--- config.mk ---
export PLATFORM = sky130hd
export DESIGN_NAME = rf_scoreboard_ctrl
export DESIGN_NICKNAME = d
export VERILOG_FILES = /design/src/rtl/riscv_defines.sv /design/src/rtl/wb_rr_arbiter.sv /design/src/rtl/rf_scoreboard_ctrl.sv
export SDC_FILE = /design/constraint.sdc
export NUM_CORES = 1
export LEC_CHECK = 0
export CORE_AREA = 2 2 87 123
export DETAILED_ROUTE_END_ITERATION = 7
export DIE_AREA = 0 0 89 125
export PLACE_DENSITY = 0.84
export REMOVE_ABC_BUFFERS = 1
export SETUP_SLACK_MARGIN = 0.4
export SYNTH_ARGS = -nofsm -noshare
export SYNTH_HDL_FRONTEND = slang
export SYNTH_HIERARCHICAL = 1
export SYNTH_SLANG_ARGS = --single-unit
--- constraint.sdc ---
create_clock -name clk -period 3.2 [get_ports clk]
set_input_delay 0.48 -clock clk [delete_from_list [all_inputs] [get_ports clk]]
set_output_delay 0.48 -clock clk [all_outputs]
set_load 0.005 [all_outputs]
--- src/rtl/riscv_defines.sv ---
// Shared definitions for the register-file scoreboard and writeback arbitration.
package riscv_defines;

    localparam int DEF_ADDR_WIDTH = 5;
    localparam int DEF_WORD_WIDTH = 32;
    localparam int DEF_N_OF_REGS  = 32;

    // Which writeback channel received the most recent grant.
    typedef enum logic {
        LAST_ALU = 1'b0,
        LAST_LSU = 1'b1
    } wb_arb_state_e;

endpackage

--- src/rtl/wb_rr_arbiter.sv ---
// Two-way round-robin arbiter between the ALU (bit 0) and LSU (bit 1)
// writeback channels. After reset the ALU channel has priority.
module wb_rr_arbiter
    import riscv_defines::*;
(
    input  logic       clk,
    input  logic       rst,
    input  logic [1:0] i_valid,
    output logic [1:0] o_grant
);

    wb_arb_state_e r_state;
    wb_arb_state_e w_state_next;

    // Grant selection and state advance; state only moves when something is granted.
    always_comb begin
        o_grant      = 2'b00;
        w_state_next = r_state;
        case (i_valid)
            2'b01:   o_grant = 2'b01;
            2'b10:   o_grant = 2'b10;
            2'b11:   o_grant = (r_state == LAST_LSU) ? 2'b01 : 2'b10;
            default: o_grant = 2'b00;
        endcase
        if (o_grant[0]) begin
            w_state_next = LAST_ALU;
        end else if (o_grant[1]) begin
            w_state_next = LAST_LSU;
        end else begin
            w_state_next = r_state;
        end
    end

    // Round-robin state register; reset leaves LSU as "last" so ALU wins first.
    always_ff @(posedge clk) begin
        if (rst) begin
            r_state <= LAST_LSU;
        end else begin
            r_state <= w_state_next;
        end
    end

endmodule

--- src/rtl/rf_scoreboard_ctrl.sv ---
// Register-file scoreboard: tracks pending destination registers, stalls
// issue on hazards, and funnels two writeback channels into one bank port.
module rf_scoreboard_ctrl
    import riscv_defines::*;
#(
    parameter int ADDR_WIDTH = DEF_ADDR_WIDTH,
    parameter int WORD_WIDTH = DEF_WORD_WIDTH,
    parameter int N_OF_REGS  = DEF_N_OF_REGS
) (
    input  logic                  clk,
    input  logic                  rst,
    input  logic                  issue_valid_i,
    input  logic [ADDR_WIDTH-1:0] issue_rs1_i,
    input  logic [ADDR_WIDTH-1:0] issue_rs2_i,
    input  logic [ADDR_WIDTH-1:0] issue_rd_i,
    input  logic                  issue_rd_en_i,
    output logic                  issue_ready_o,
    input  logic                  alu_wb_valid_i,
    input  logic [ADDR_WIDTH-1:0] alu_wb_addr_i,
    input  logic [WORD_WIDTH-1:0] alu_wb_data_i,
    output logic                  alu_wb_ready_o,
    input  logic                  lsu_wb_valid_i,
    input  logic [ADDR_WIDTH-1:0] lsu_wb_addr_i,
    input  logic [WORD_WIDTH-1:0] lsu_wb_data_i,
    output logic                  lsu_wb_ready_o,
    output logic                  rf_wen_o,
    output logic [ADDR_WIDTH-1:0] rf_addr_wd_o,
    output logic [WORD_WIDTH-1:0] rf_wd_o,
    input  logic                  flush_i,
    output logic [N_OF_REGS-1:0]  busy_o,
    output logic                  wb_err_o
);

    logic [N_OF_REGS-1:0]  r_busy;
    logic [N_OF_REGS-1:0]  w_busy_next;
    logic [N_OF_REGS-1:0]  w_set_vec;
    logic [N_OF_REGS-1:0]  w_clr_vec;
    logic [1:0]            w_grant;
    logic                  w_fire;
    logic                  w_accept;
    logic [ADDR_WIDTH-1:0] w_wb_addr;
    logic [WORD_WIDTH-1:0] w_wb_data;
    logic                  w_wb_nonzero;
    logic                  w_err_next;
    logic                  r_wen;
    logic [ADDR_WIDTH-1:0] r_addr;
    logic [WORD_WIDTH-1:0] r_data;
    logic                  r_err;

    // Hazard check looks only at registered busy bits, so a clear in this
    // same cycle does not release the stall until the next one.
    assign issue_ready_o = ~(r_busy[issue_rs1_i] | r_busy[issue_rs2_i] |
                             (issue_rd_en_i & r_busy[issue_rd_i]));
    assign w_fire        = issue_valid_i & issue_ready_o;

    wb_rr_arbiter u_arb (
        .clk     (clk),
        .rst     (rst),
        .i_valid ({lsu_wb_valid_i, alu_wb_valid_i}),
        .o_grant (w_grant)
    );

    assign alu_wb_ready_o = w_grant[0];
    assign lsu_wb_ready_o = w_grant[1];
    assign w_accept       = w_grant[0] | w_grant[1];

    // Mux the granted channel's address and data.
    always_comb begin
        w_wb_addr = {ADDR_WIDTH{1'b0}};
        w_wb_data = {WORD_WIDTH{1'b0}};
        if (w_grant[0]) begin
            w_wb_addr = alu_wb_addr_i;
            w_wb_data = alu_wb_data_i;
        end else if (w_grant[1]) begin
            w_wb_addr = lsu_wb_addr_i;
            w_wb_data = lsu_wb_data_i;
        end else begin
            w_wb_addr = {ADDR_WIDTH{1'b0}};
            w_wb_data = {WORD_WIDTH{1'b0}};
        end
    end

    assign w_wb_nonzero = (w_wb_addr != {ADDR_WIDTH{1'b0}});
    // A flush wipes the scoreboard, so a "not busy" writeback is then expected.
    assign w_err_next   = w_accept & w_wb_nonzero & ~r_busy[w_wb_addr] & ~flush_i;

    // Next busy state: clear on writeback, set on issue (set wins), flush clears all.
    always_comb begin
        w_set_vec   = {N_OF_REGS{1'b0}};
        w_clr_vec   = {N_OF_REGS{1'b0}};
        w_busy_next = r_busy;
        for (int i = 1; i < N_OF_REGS; i++) begin
            w_set_vec[i] = w_fire & issue_rd_en_i & (issue_rd_i == ADDR_WIDTH'(i));
            w_clr_vec[i] = w_accept & (w_wb_addr == ADDR_WIDTH'(i));
        end
        if (flush_i) begin
            w_busy_next = {N_OF_REGS{1'b0}};
        end else begin
            w_busy_next = (r_busy & ~w_clr_vec) | w_set_vec;
        end
        w_busy_next[0] = 1'b0;
    end

    // Scoreboard state and registered bank-write / error outputs.
    always_ff @(posedge clk) begin
        if (rst) begin
            r_busy <= {N_OF_REGS{1'b0}};
            r_wen  <= 1'b0;
            r_addr <= {ADDR_WIDTH{1'b0}};
            r_data <= {WORD_WIDTH{1'b0}};
            r_err  <= 1'b0;
        end else begin
            r_busy <= w_busy_next;
            r_wen  <= w_accept & w_wb_nonzero;
            r_err  <= w_err_next;
            if (w_accept) begin
                r_addr <= w_wb_addr;
                r_data <= w_wb_data;
            end else begin
                r_addr <= r_addr;
                r_data <= r_data;
            end
        end
    end

    assign busy_o       = r_busy;
    assign rf_wen_o     = r_wen;
    assign rf_addr_wd_o = r_addr;
    assign rf_wd_o      = r_data;
    assign wb_err_o     = r_err;

endmodule

==> Word-level counts from Yosys, hierarchy flattened <==
Index checks and enable logic that the tools add are counted.
{ "totals": {"register_bits": 72, "latch_bits": 0, "mem_bits_rw": 0, "rom_bits": 0, "inputBits": 96, "out_inout_bits": 74, "elab_cells": 172, "n_memories": 0} }
{ "op_classes": {"addsub": 0, "mul": 0, "div_mod_pow": 0, "magnitude_cmp": 4, "eq_ne": 65, "n_shift": 0, "muxes": 16, "bitwise_logic": 77, "reduce_logical": 3} }
{ "ops": {"columns": ["operator", "n"], "rows": [
  ["== test 5 bit, second input constant", 32],
  ["== test 5 x 4 -> 1 bit, second input constant", 16],
  ["bitwise AND 1 bit", 68],
  ["two-way mux 32 bit", 2],
  ["== test 5 x 3 -> 1 bit, second input constant", 8],
  ["bitwise AND 32 bit", 1],
  ["NOT 32 bit", 1],
  ["bitwise OR 32 bit", 1],
  ["< comparator 5 x 6 -> 1 bit, second input constant", 4],
  ["binary-select mux 1 bit (select 5 bit)", 4],
  ["== test 5 x 2 -> 1 bit, second input constant", 4],
  ["== test 5 x 1 -> 1 bit, second input constant", 2],
  ["two-way mux 5 bit", 2],
  ["two-way mux 1 bit", 6],
  ["case mux 2 bit (3 select lines)", 1],
  ["nonzero test 5 bit", 1],
  ["== test 2 bit, second input constant", 2],
  ["NOT 1 bit", 3],
  ["bitwise OR 1 bit", 3],
  ["== test 2 x 1 -> 1 bit, second input constant", 1],
  ["two-way mux 2 bit", 1],
  ["nonzero test 2 bit", 1],
  ["OR reduction 2 bit", 1]
]} }

==> Longest topological paths before layout <==
Gate-level depths: netlist (run 1).
{ "logic_depth": {"depth_word": 9, "mapped_depth": 10, "depth_no_buf": 8} }

==> By module <==
The synthesis (run 1) kept the hierarchy.
{ "modules_own_cells": {"columns": ["mod", "n_inst", "cells_each", "area_per_inst_um2", "seq_area_each_um2"], "rows": [
  ["rf_scoreboard_ctrl", 1, 475, 4365.4, 1401.3],
  ["wb_rr_arbiter", 1, 7, 55.1, 20.0]
]} }

==> Least setup slack after synthesis (run 1) <==
OpenSTA, ideal clock, no wires.
{ "synth_timing": {"kind": "input to register", "startpoint": "in alu_wb_valid_i", "endpoint": "reg r_err (netlist: wb_err_o)", "setup_time_ns": 0.059, "arrival_ns": 2.552, "t_required_ns": 3.141, "path_slack_ns": 0.588, "cell_stages": 10, "path_buffers": 2, "path_cell_list": "nand2_1 > and2_1 > buf_2 > and3b_1 > buf_2 > nor2_2 > mux4_2 > a2111oi_2 > a21boi_1 > o32a_1"} }
{ "synth_between": {"elab_chain_len": 9, "elab_cells_between_ends": 14, "classes_between": "eq/ne: 3; mux: 5; bitwise: 5; reduce/logical: 1"} }
{ "synth_lines": {"columns": ["item", "line", "source"], "rows": [
  ["start: declaration", "rf_scoreboard_ctrl.sv:18", "input logic alu_wb_valid_i,"],
  ["== test 2 bit or == test 2 x 1 -> 1 bit (tied branches)", "wb_rr_arbiter.sv:19", "case (i_valid)"],
  ["case mux 2 bit (3 select lines) (*)", "wb_rr_arbiter.sv:19", null],
  ["via lsu_wb_ready_o", "rf_scoreboard_ctrl.sv:25", "output logic lsu_wb_ready_o,"],
  ["two-way mux 5 bit", "rf_scoreboard_ctrl.sv:74", "end else if (w_grant[1]) begin"],
  ["two-way mux 5 bit", "rf_scoreboard_ctrl.sv:71", "if (w_grant[0]) begin"],
  ["binary-select mux 1 bit (select 5 bit)", "rf_scoreboard_ctrl.sv:85", "assign w_err_next = w_accept & w_wb_nonzero & ~r_busy[w_wb_addr] & ~flush_i;"],
  ["two-way mux 1 bit (not written as such)", "rf_scoreboard_ctrl.sv:85", null],
  ["NOT 1 bit", "rf_scoreboard_ctrl.sv:85", null],
  ["bitwise AND 1 bit (*) (2 in a row)", "rf_scoreboard_ctrl.sv:85", null],
  ["end signal: assignment", "rf_scoreboard_ctrl.sv:115", "r_err <= w_err_next;"],
  ["end: declaration", "rf_scoreboard_ctrl.sv:48", "logic r_err;"]
]} }
The timed path passes the listed nets; every way through them passes the cells marked *. The select of a mux whose other input is x is not followed.
A chain may end at the register's enable or synchronous reset.

==> Worst setup path after layout (run 1) <==
{ "layout_timing": {"startpoint": "in lsu_wb_valid_i", "endpoint": "reg r_busy[31] (netlist: busy_o[31])"} }
{ "layout_between": {"elab_chain_len": 9, "elab_cells_between_ends": 12, "classes_between": "eq/ne: 4; mux: 3; bitwise: 5"} }
{ "layout_lines": {"columns": ["item", "line", "source"], "rows": [
  ["start: declaration", "rf_scoreboard_ctrl.sv:22", "input logic lsu_wb_valid_i,"],
  ["== test 2 bit or == test 2 x 1 -> 1 bit (tied branches)", "wb_rr_arbiter.sv:19", null],
  ["case mux 2 bit (3 select lines) (*)", "wb_rr_arbiter.sv:19", null],
  ["two-way mux 5 bit", "rf_scoreboard_ctrl.sv:74", null],
  ["two-way mux 5 bit", "rf_scoreboard_ctrl.sv:71", null],
  ["== test 5 bit", "rf_scoreboard_ctrl.sv:94", "w_clr_vec[i] = w_accept & (w_wb_addr == ADDR_WIDTH'(i));"],
  ["bitwise AND 1 bit (*)", "rf_scoreboard_ctrl.sv:94", null],
  ["NOT 32 bit (*)", "rf_scoreboard_ctrl.sv:99", "w_busy_next = (r_busy & ~w_clr_vec) | w_set_vec;"],
  ["bitwise AND 32 bit (*)", "rf_scoreboard_ctrl.sv:99", null],
  ["bitwise OR 32 bit (*)", "rf_scoreboard_ctrl.sv:99", null],
  ["end signal: assignment", "rf_scoreboard_ctrl.sv:107", "r_busy <= {N_OF_REGS{1'b0}};"],
  ["end signal: assignment", "rf_scoreboard_ctrl.sv:113", "r_busy <= w_busy_next;"],
  ["end: declaration", "rf_scoreboard_ctrl.sv:34", "logic [N_OF_REGS-1:0] r_busy;"]
]} }
Every way passes the cells marked *; elsewhere a longest branch is shown, timed or not.

==> results of run 1 <==
[repair_timing]
item	in CTS	in global routing
pin swaps	1	3
gates cloned	1	0
endpoints found under the hold margin	0	0
gates resized for setup	17	8
setup endpoints to repair	1	11
[kinds of logic after synthesis]
kind of cell	count (synthesis)	share of synthesized area
other cells	1	0.000848
mux	70	0.224
compound gates	144	0.228
simple gates	154	0.168
buf+inv	42	0.0577
flops	71	0.322
[final cells by class]
class / instances / area (µm²)
fill: 847 / 3450
multi-input combinational: 369 / 2780
timing repair buffer: 201 / 1970
sequential: 71 / 1420
clock buffer: 13 / 270
tap: 138 / 173
clock inverter: 3 / 40.0
inverter: 6 / 22.5
[Yosys cell counts, drive strengths merged, types with 2 or more instances]
library cell,instances,share of area
or2,2,0.0028
a221oi,2,0.0040
nor2,74,0.064
and2,3,0.0042
a211oi,4,0.0068
a21boi,3,0.0059
a32oi,5,0.0099
nor4,2,0.0042
o32a,2,0.0045
o22ai,4,0.0057
o211ai,31,0.053
nor2b,7,0.010
mux2i,44,0.10
dfxtp,71,0.32
nand3,12,0.018
a21oi,37,0.042
nand2,35,0.031
inv,6,0.0051
o21ai,10,0.011
buf,18,0.027
nand3b,4,0.0076
mux2,5,0.013
nand2b,2,0.0028
and3,3,0.0048
clkbuf,17,0.023
o221ai,2,0.0054
o31ai,32,0.054
mux4,21,0.11
nand4b,2,0.0040
or2b,2,0.0040
[power by group]
| group | leakage (nW) | total [mW] | internal (mW) | switching, mW |
|---|---|---|---|---|
| clock network | 0.156 | 1.03 | 0.664 | 0.364 |
| registers | 0.580 | 0.946 | 0.923 | 0.0231 |
| logic | 1.75 | 0.566 | 0.301 | 0.265 |
| total | 2.48 | 2.54 | 1.89 | 0.652 |
[tightest hold or removal path, stage by stage, from the launching register on]
cell     delay (ns)
dfxtp_1        0.30
nand2_1        0.05
a21oi_1        0.05
[state kept, by name (all words and copies together), names as in the netlist]
| name | cells |
|---|---|
| rf_wd_o | 32 |
| u_arb/r_state | 1 |
| busy_o | 31 |
| rf_addr_wd_o | 5 |
| wb_err_o | 1 |
| rf_wen_o | 1 |
[layer usage]
metal  vias to the layer above  track usage  part of all wire
li1                       2181            -                 -
met1                      2266        0.334              0.34
met2                       350        0.504              0.49
met3                        72       0.0944              0.12
met4                         0        0.188             0.053
met5                         -            0                 0
[worst min-delay path by stage]
| stage | cells after the start | endpoint | from |
|---|---|---|---|
| finish | 2 | rf_addr_wd_o[2]$_SDFFE_PP0P_ | rf_addr_wd_o[2]$_SDFFE_PP0P_ |
| floorplan | 2 | rf_addr_wd_o[0]$_SDFFE_PP0P_ | rf_addr_wd_o[0]$_SDFFE_PP0P_ |
| CTS | 2 | rf_addr_wd_o[2]$_SDFFE_PP0P_ | rf_addr_wd_o[2]$_SDFFE_PP0P_ |
| global route | 2 | rf_addr_wd_o[2]$_SDFFE_PP0P_ | rf_addr_wd_o[2]$_SDFFE_PP0P_ |
| global placement | 2 | rf_addr_wd_o[2]$_SDFFE_PP0P_ | rf_addr_wd_o[2]$_SDFFE_PP0P_ |
| detailed placement | 2 | rf_addr_wd_o[2]$_SDFFE_PP0P_ | rf_addr_wd_o[2]$_SDFFE_PP0P_ |
[metrics by stage]
stage               setup TNS [ns]  instances  cell area (µm²)  hold slack (ns)  total power [mW]
finish                           0        801             6680            0.452              2.54
global route                     0        801             6680            0.481              2.63
CTS                              0        801             6670            0.456              2.55
detailed placement          -0.205        784             6320            0.452              1.52
global placement            -0.181        784             6320            0.444              1.50
floorplan                  -199.22        446             4190            0.447              1.19
==> flow_metrics.py, run 1 <==
metrics = {
    "status": {
        "status": "complete, no violations",
    },
    "finish": {
        "areaGrowthSynthToFinish_pct": 51.1,
        "final_cell_mix": "clkdlybuf4s50_1 (159), nor2_1 (72), dfxtp_1 (71)",
        "utilization": 0.659,
        "n_antenna_cell": 0,
        "layout-drive-gt1-share": 0.148,
        "layout_commonest_cell": "clkdlybuf4s50_1",
        "nets": 754,
    },
    "worst_setup_path": {
        "cp.depth": 8,
        "cp-end-kind": "register",
        "path_delay_family": "compound AO/OA/AOI/OAI gates",
        "crit_end": "busy_o[31]$_SDFF_PP0_",
        "cp_max_fo": 43,
        "rr_worst_depth": 8,
        "ff2ff_setup_slack_ns": 0.80,
        "start_kind": "input port",
        "cp.arrival_ns": 2.91,
        "worstPathRequired_ns": 3.41,
        "timing.rr.start": "u_arb/r_state$_SDFFE_PP1P_",
        "cpPeakStageDelay_ns": 0.65,
        "crit_buf_inv": 2,
        "crit_path_cell_trace": "clkdlybuf4s50_1 > and2_2 > buf_12 > nand3_1 > o21ai_0 > nand2_1 > o211ai_1 > o31ai_1",
        "crit_type": "input port to register",
        "crit_start": "lsu_wb_valid_i",
        "reg2reg_to": "wb_err_o$_SDFF_PP0_",
        "critical-path-slowest-cell": "o21ai_0",
    },
    "cts": {
        "clk-insertion-delay-late_ns": 0.33,
        "ctsHoldBuffers": 0,
        "cts-htree-levels": 3,
        "cts_tree": "built",
        "cts_sinks": 71,
        "cts_buffers": 9,
        "clock-root-buffer": "clkbuf_16",
        "path_clk_slew_ns": 0.05,
        "postCtsSetupBuffers": 0,
        "clockBufferDepth": 2,
    },
    "grt": {
        "antenna_found_initial": 0,
        "grt_pass1_vias": 5059,
        "overflow": 0,
        "grt_pass1_wl_mm": 26.1,
        "grt_start_max_net_pins": 66,
        "grt_use_total": 0.306,
    },
    "route": {
        "routed_wl_mm": 16.8,
        "vias_per_cell": 6.08,
        "detail_route.wl_per_cell_um": 21.0,
        "ant_nets": 0,
        "drc_errors": 0,
        "dr.pass1.iters": 6,
        "first_iter_violations": 559,
        "num_vias": 4869,
    },
    "logic_synthesis": {
        "syn_inst": 482,
        "ys_warn_count": 6,
        "yosys_register_bits": 71,
        "avgSynthCellArea_um2": 9.17,
        "syn_area_um2": 4420,
        "synth-seq-area-share": 0.322,
        "synth-main-ff-cell": "dfxtp_1",
        "synthArstFlopShare": 0,
        "synth_cell_types": 68,
        "synth_edf_count": 0,
    },
    "timing": {
        "hold_viol_final": 0,
        "rsz0062_at_grt": "yes",
        "slew_violations": 0,
        "period_share": 0.845,
        "setup_ws_ns": 0.495,
        "worst_pin_slew_ns": 0.801,
        "min_period_ns": 2.71,
        "fin_skew_ns": 0.00454,
        "max_freq_ghz": 0.370,
        "setup-violations-final": 0,
        "slew_headroom": 0.460,
    },
    "placement": {
        "place_ws_ns": -0.205,
        "gp_congestion": 1.02,
        "dp_hpwl_mm": 12.3,
        "port_buffers": 168,
    },
    "die": {
        "initial_utilization": 0.436,
        "core_um2": 10100,
        "dieHeight_um": 125,
        "dieWidth_um": 89,
        "ios": 170,
        "num_rows": 44,
        "die_area_um2": 11100,
    },
    "power": {
        "powerDensity_nw_per_um2": 380,
        "irDropWorstVdd_mv": 0.286,
        "total_leakage_power_nw": 2.48,
    },
    "hold_path": {
        "min_path_type": "register to register",
    },
    "run": {
        "maxCapViolations": 0,
    },
}
Note: power is estimated with default switching activity, not from simulation.
==> run 2, diff against run 1 <==
==> constraint.sdc (replaced) <==
create_clock -name clk -period 2.54 [get_ports clk]
set_input_delay 0.381 -clock clk [delete_from_list [all_inputs] [get_ports clk]]
set_output_delay 0.381 -clock clk [all_outputs]
set_load 0.005 [all_outputs]
==> run 2 against run 1 <==
Non-clock buffer count up 65; cell count is 7.9% higher; clock skew hardly changed; utilization rose by 8.1 points; critical path type is now input port to output pin; largest cell class unchanged; highest routed layer unchanged.
==> flow_metrics.py, run 2 (same netlist as run 1, synthesis figures left out) <==
metrics = {
    "power": {
        "power_frac_comb": 0.278,
        "seqPwrFrac": 0.375,
        "swShare": 0.281,
        "powerDensity_nw_per_um2": 423,
        "irDropWorstVdd_mv": 0.393,
        "p_total_mw": 3.17,
        "power.share.clock": 0.346,
        "p_int_mw": 2.28,
        "switchingPower_mw": 0.893,
        "total_leakage_power_nw": 2.91,
    },
    "cts": {
        "ctsHoldBuffers": 0,
        "cts_tree": "built",
        "cts-htree-levels": 3,
        "clk-insertion-delay-late_ns": 0.34,
        "cts_sinks": 71,
        "clockBufferDepth": 2,
        "clock-root-buffer": "clkbuf_16",
        "path_clk_slew_ns": 0.05,
        "cts_buffers": 9,
    },
    "worst_setup_path": {
        "timing.rr.start": "busy_o[29]$_SDFF_PP0_",
        "ff2ff_setup_slack_ns": 0.28,
        "cp.arrival_ns": 2.07,
        "start_kind": "input port",
        "rr_worst_depth": 9,
        "crit_start": "issue_rd_i[2]",
        "reg2reg_to": "busy_o[15]$_SDFF_PP0_",
        "crit_type": "input port to output pin",
        "cp-end-kind": "output pin",
        "worstPathRequired_ns": 2.16,
        "cp_max_fo": 8,
    },
    "die": {
        "core_um2": 10100,
        "initial_utilization": 0.436,
        "ios": 170,
        "num_rows": 44,
        "dieWidth_um": 89,
        "dieHeight_um": 125,
        "die_area_um2": 11100,
    },
    "grt": {
        "overflow": 0,
        "grt_start_max_net_pins": 40,
        "grt_use_total": 0.316,
        "grt_pass1_wl_mm": 27.2,
        "grt_pass1_vias": 5360,
        "antenna_found_initial": 0,
    },
    "hold_path": {
        "min_path_type": "register to register",
        "worstHoldStart": "rf_addr_wd_o[2]$_SDFFE_PP0P_",
        "min_to": "rf_addr_wd_o[2]$_SDFFE_PP0P_",
        "min_path_cells": 2,
    },
    "route": {
        "wl_met3_mm": 1.89,
        "detail_route.wl_per_cell_um": 21.7,
        "wl_met2_mm": 9.40,
        "drc_errors": 0,
        "num_vias": 5250,
        "first_iter_violations": 569,
        "dr.pass1.iters": 5,
        "routed_wl_mm": 18.7,
        "routed.top_layer": "met4",
        "vias_per_cell": 6.08,
        "m1WireLength_mm": 6.26,
        "ant_nets": 0,
    },
    "finish": {
        "nets": 819,
        "largest_reg_flops": 32,
        "design_area_um2": 7500,
        "layout_commonest_cell": "clkdlybuf4s50_1",
        "areaGrowthSynthToFinish_pct": 69.6,
        "n_antenna_cell": 0,
        "layout-drive-gt1-share": 0.282,
        "final_cell_mix": "clkdlybuf4s50_1 (155), buf_4 (81), nor2_1 (72)",
    },
    "timing": {
        "slew_headroom": 0.594,
        "min_period_ns": 2.45,
        "hold_viol_final": 0,
        "fin_skew_ns": 0.00422,
        "setup_ws_ns": 0.0859,
        "period_share": 0.966,
        "max_freq_ghz": 0.407,
        "worst_pin_slew_ns": 0.608,
        "tns_ns": 0,
        "rsz0062_at_grt": "yes",
        "slew_violations": 0,
        "setup-violations-final": 0,
    },
    "placement": {
        "placed_area_um2": 6690,
        "gp_congestion": 0.978,
        "dp_hpwl_mm": 13.0,
        "port_buffers": 168,
        "place_ws_ns": -0.720,
    },
    "run": {
        "maxCapViolations": 0,
    },
    "status": {
        "status": "complete, no violations",
    },
}
==> run 2: cell count changes in the layout (fill, tap and decap cells not counted), sizes merged <==
cell / previous run / this run
buf: 33 / 97
clkdlybuf4s15: 1 / 2
clkbuf: 14 / 15
clkdlybuf4s50: 159 / 155
bufbuf: 1 / 3
bufinv: 1 / 0
==> run 2: layer usage <==
metal | vias to the layer above | GRT usage
met4 | 0 | 0.153
met1 | 2461 | 0.346
li1 | 2321 | -
met3 | 102 | 0.0924
met2 | 366 | 0.544
met5 | - | 0
==> run 2: repair_timing <==
item / CTS / global route
gates resized for setup: 64 / 48
cloned: 3 / 2
buffers inserted: 8 / 2
pin swaps: 11 / 7
setup endpoints to repair: 35 / 33
==> run 2: metrics by stage <==
step                      cells  hold WS (ns)   util
after floorplan             446         0.447      -
after global placement      835         0.446  0.660
after detailed placement    835         0.447  0.660
after CTS                   860         0.453  0.714
after global routing        864         0.503  0.740
final                       864         0.456  0.740
==> run 2: critical path, cell delays in order <==
cell and delay [ns]:
clkdlybuf4s15_1 0.48, mux2i_1 0.21, a31o_2 0.28, a211oi_1 0.29
o221ai_2 0.16, nand3_4 0.13, inv_2 0.03, buf_2 0.11
==> run 2: how the worst max path moves through the flow <==
stage                                      to  slack [ns]  cells after the start
after floorplan           wb_err_o$_SDFF_PP0_       -4.49                      7
after global placement          issue_ready_o       -0.70                      8
after detailed placement        issue_ready_o       -0.72                      8
after CTS                       issue_ready_o        0.11                      7
after global routing            issue_ready_o        0.08                      8
final                           issue_ready_o        0.09                      8
==> run 2: power groups by stage <==
stage,registers [mW],logic (mW),clock network [mW]
detailed placement,1.21,0.741,0
global placement,1.21,0.722,0
CTS,1.19,0.807,1.10
finish,1.19,0.883,1.10
floorplan,1.21,0.286,0
global route,1.20,0.927,1.15
==> run 2: final cells by class <==
class | instances | area (µm²)
clock buffer | 12 | 236
clock inverter | 2 | 10.0
fill | 731 | 2630
inverter | 6 | 22.5
multi-input combinational | 369 | 3050
sequential | 71 | 1430
tap | 138 | 173
timing repair buffer | 266 | 2580
==> run 3, diff against run 2 <==
--- a/config.mk
+++ b/config.mk
@@ -5,10 +5,11 @@
 export SDC_FILE = /design/constraint.sdc
 export NUM_CORES = 1
 export LEC_CHECK = 0
-export CORE_AREA = 2 2 87 123
+export CORE_AREA = 2 2 76 107
 export DETAILED_ROUTE_END_ITERATION = 7
-export DIE_AREA = 0 0 89 125
-export PLACE_DENSITY = 0.84
+export DIE_AREA = 0 0 78 109
+export DONT_BUFFER_PORTS = 1
+export PLACE_DENSITY = 0.78
 export REMOVE_ABC_BUFFERS = 1
 export SETUP_SLACK_MARGIN = 0.4
 export SYNTH_ARGS = -nofsm -noshare
==> run 3 against run 2 <==
Routed wire length down 24%; design area down 31%; via count down 18%; clock skew increased by 0.0020 ns; clock power fell by 24%; combinational power down 49%; maximum frequency decreased by 2.5%; non-clock buffer count is 221 lower; register-to-register slack got worse by 0.26 ns; critical endpoint is now busy_o[10]$_SDFF_PP0_.
==> flow_metrics.py, run 3 (same netlist as run 1, synthesis figures left out) <==
metrics = {
    "status": {
        "status": "complete, no violations",
    },
    "cts": {
        "ctsHoldBuffers": 0,
        "clock-root-buffer": "clkbuf_8",
        "cts_tree": "built",
        "cts_buffers": 9,
        "cts_sinks": 71,
        "path_clk_slew_ns": 0.07,
        "clockBufferDepth": 2,
        "cts-htree-levels": 3,
        "clk-insertion-delay-late_ns": 0.35,
    },
    "finish": {
        "largest_reg_flops": 32,
        "areaGrowthSynthToFinish_pct": 17.2,
        "design_area_um2": 5180,
        "layout_commonest_cell": "nor2_1",
        "nets": 600,
        "layout-drive-gt1-share": 0.289,
        "final_cell_mix": "nor2_1 (71), dfxtp_1 (63), mux2i_1 (44)",
        "n_antenna_cell": 0,
    },
    "timing": {
        "period_share": 0.990,
        "rsz0062_at_grt": "yes",
        "worst_pin_slew_ns": 0.657,
        "setup-violations-final": 0,
        "hold_viol_final": 0,
        "fin_skew_ns": 0.00618,
        "slew_headroom": 0.557,
        "setup_ws_ns": 0.0242,
        "slew_violations": 0,
        "max_freq_ghz": 0.397,
        "whs_ns": 0.0968,
        "min_period_ns": 2.52,
    },
    "grt": {
        "antenna_found_initial": 0,
        "overflow": 0,
        "grt_pass1_wl_mm": 21.1,
        "grt_start_max_net_pins": 66,
        "grt_use_total": 0.323,
        "grt_pass1_vias": 4082,
    },
    "worst_setup_path": {
        "cp_max_fo": 8,
        "worstPathRequired_ns": 2.79,
        "start_kind": "register",
        "crit_type": "register to register",
        "crit_path_cell_trace": "mux4_2 > or3b_1 > o2111ai_1 > o31a_2 > nand3_4 > buf_4 > buf_12 > buf_4 > o31ai_2",
        "cp-end-kind": "register",
        "cp.arrival_ns": 2.77,
        "crit_top_cell": "buf_4",
        "critical-path-slowest-cell": "mux4_2",
        "cpPeakStageDelay_ns": 0.48,
    },
    "placement": {
        "gp_congestion": 0.954,
        "dp_hpwl_mm": 10.1,
        "place_ws_ns": 0.105,
        "port_buffers": 0,
        "placed_area_um2": 4560,
    },
    "route": {
        "first_iter_violations": 525,
        "drc_errors": 0,
        "detail_route.wl_per_cell_um": 23.6,
        "ant_nets": 0,
        "dr.pass1.iters": 5,
        "routed_wl_mm": 14.3,
        "num_vias": 4289,
        "vias_per_cell": 7.05,
    },
    "die": {
        "ios": 170,
        "dieHeight_um": 109,
        "core_um2": 7610,
        "die_area_um2": 8500,
        "initial_utilization": 0.581,
        "dieWidth_um": 78,
        "num_rows": 38,
    },
    "power": {
        "irDropWorstVdd_mv": 0.395,
        "total_leakage_power_nw": 1.91,
        "powerDensity_nw_per_um2": 479,
    },
    "hold_path": {
        "min_path_type": "input port to register",
    },
    "run": {
        "maxCapViolations": 0,
    },
}
## run 3: cell types whose count changed in the layout (fill, tap and decap cells not counted), sizes merged
| cell | change |
|---|---|
| clkdlybuf4s50 | -155 |
| buf | -52 |
| dlygate4sd2 | -6 |
| bufbuf | -3 |
| clkbuf | -2 |
| clkdlybuf4s15 | -2 |
| clkinv | -2 |
| clkinvlp | +2 |
| nand3 | +2 |
## run 3: final timing paths
check,startpoint,endpoint,slack [ns],cells after the start
worst min-delay path,rst,rf_wd_o[28]$_SDFFE_PP0P_,0.1,1
worst max register to register,busy_o[29]$_SDFF_PP0_,busy_o[10]$_SDFF_PP0_,0.02,9
worst min register to register,rf_addr_wd_o[4]$_SDFFE_PP0P_,rf_addr_wd_o[4]$_SDFFE_PP0P_,0.49,2
worst max-delay path,busy_o[29]$_SDFF_PP0_,busy_o[10]$_SDFF_PP0_,0.02,9
## run 3: where the power goes
group / leakage (nW) / switching, mW / internal, mW
Clock: 0.0878 / 0.403 / 0.430
Sequential: 0.585 / 0.0417 / 1.16
Combinational: 1.24 / 0.258 / 0.189
Total: 1.91 / 0.702 / 1.78
## run 3: final cells by class
| class | count | area, µm² |
|---|---|---|
| fillers | 574 | 2430 |
| clock buffers | 13 | 169 |
| well taps | 100 | 125 |
| clock inverters | 2 | 15.0 |
| inverters | 6 | 22.5 |
| repair buffers | 45 | 365 |
| multi-input cells | 371 | 3040 |
| flip-flops and latches | 71 | 1440 |
## run 3: timing repair
item	in CTS	in global routing
setup endpoints to repair	29	34
gates cloned	1	1
setup buffers	10	4
gates resized for setup	45	25
pin swaps	20	15
## run 3: through the flow
stage / instances / utilization / setup TNS, ns / total power, mW
6_report: 608 / 0.681 / 0 / 2.48
5_1_grt: 608 / 0.681 / 0 / 2.57
4_1_cts: 603 / 0.660 / 0 / 2.45
3_5_place_dp: 577 / 0.599 / 0 / 1.58
3_3_place_gp: 577 / 0.599 / 0 / 1.57
2_1_floorplan: 446 / - / -238.95 / 1.50
## run 3: layer usage
layer | share of wire | GRT usage
met4 | 0.053 | 0.178
met3 | 0.10 | 0.0919
met1 | 0.33 | 0.336
met5 | 0 | 0
met2 | 0.51 | 0.582
## run 3: worst max-delay path, delay by kind of cell, from the launching register on
| family | cells | cell delay [ns] |
|---|---|---|
| simple gates | 2 | 0.48 |
| compound gates | 3 | 0.61 |
| buf+inv | 3 | 0.47 |
| mux | 1 | 0.48 |
| flops | 1 | 0.38 |
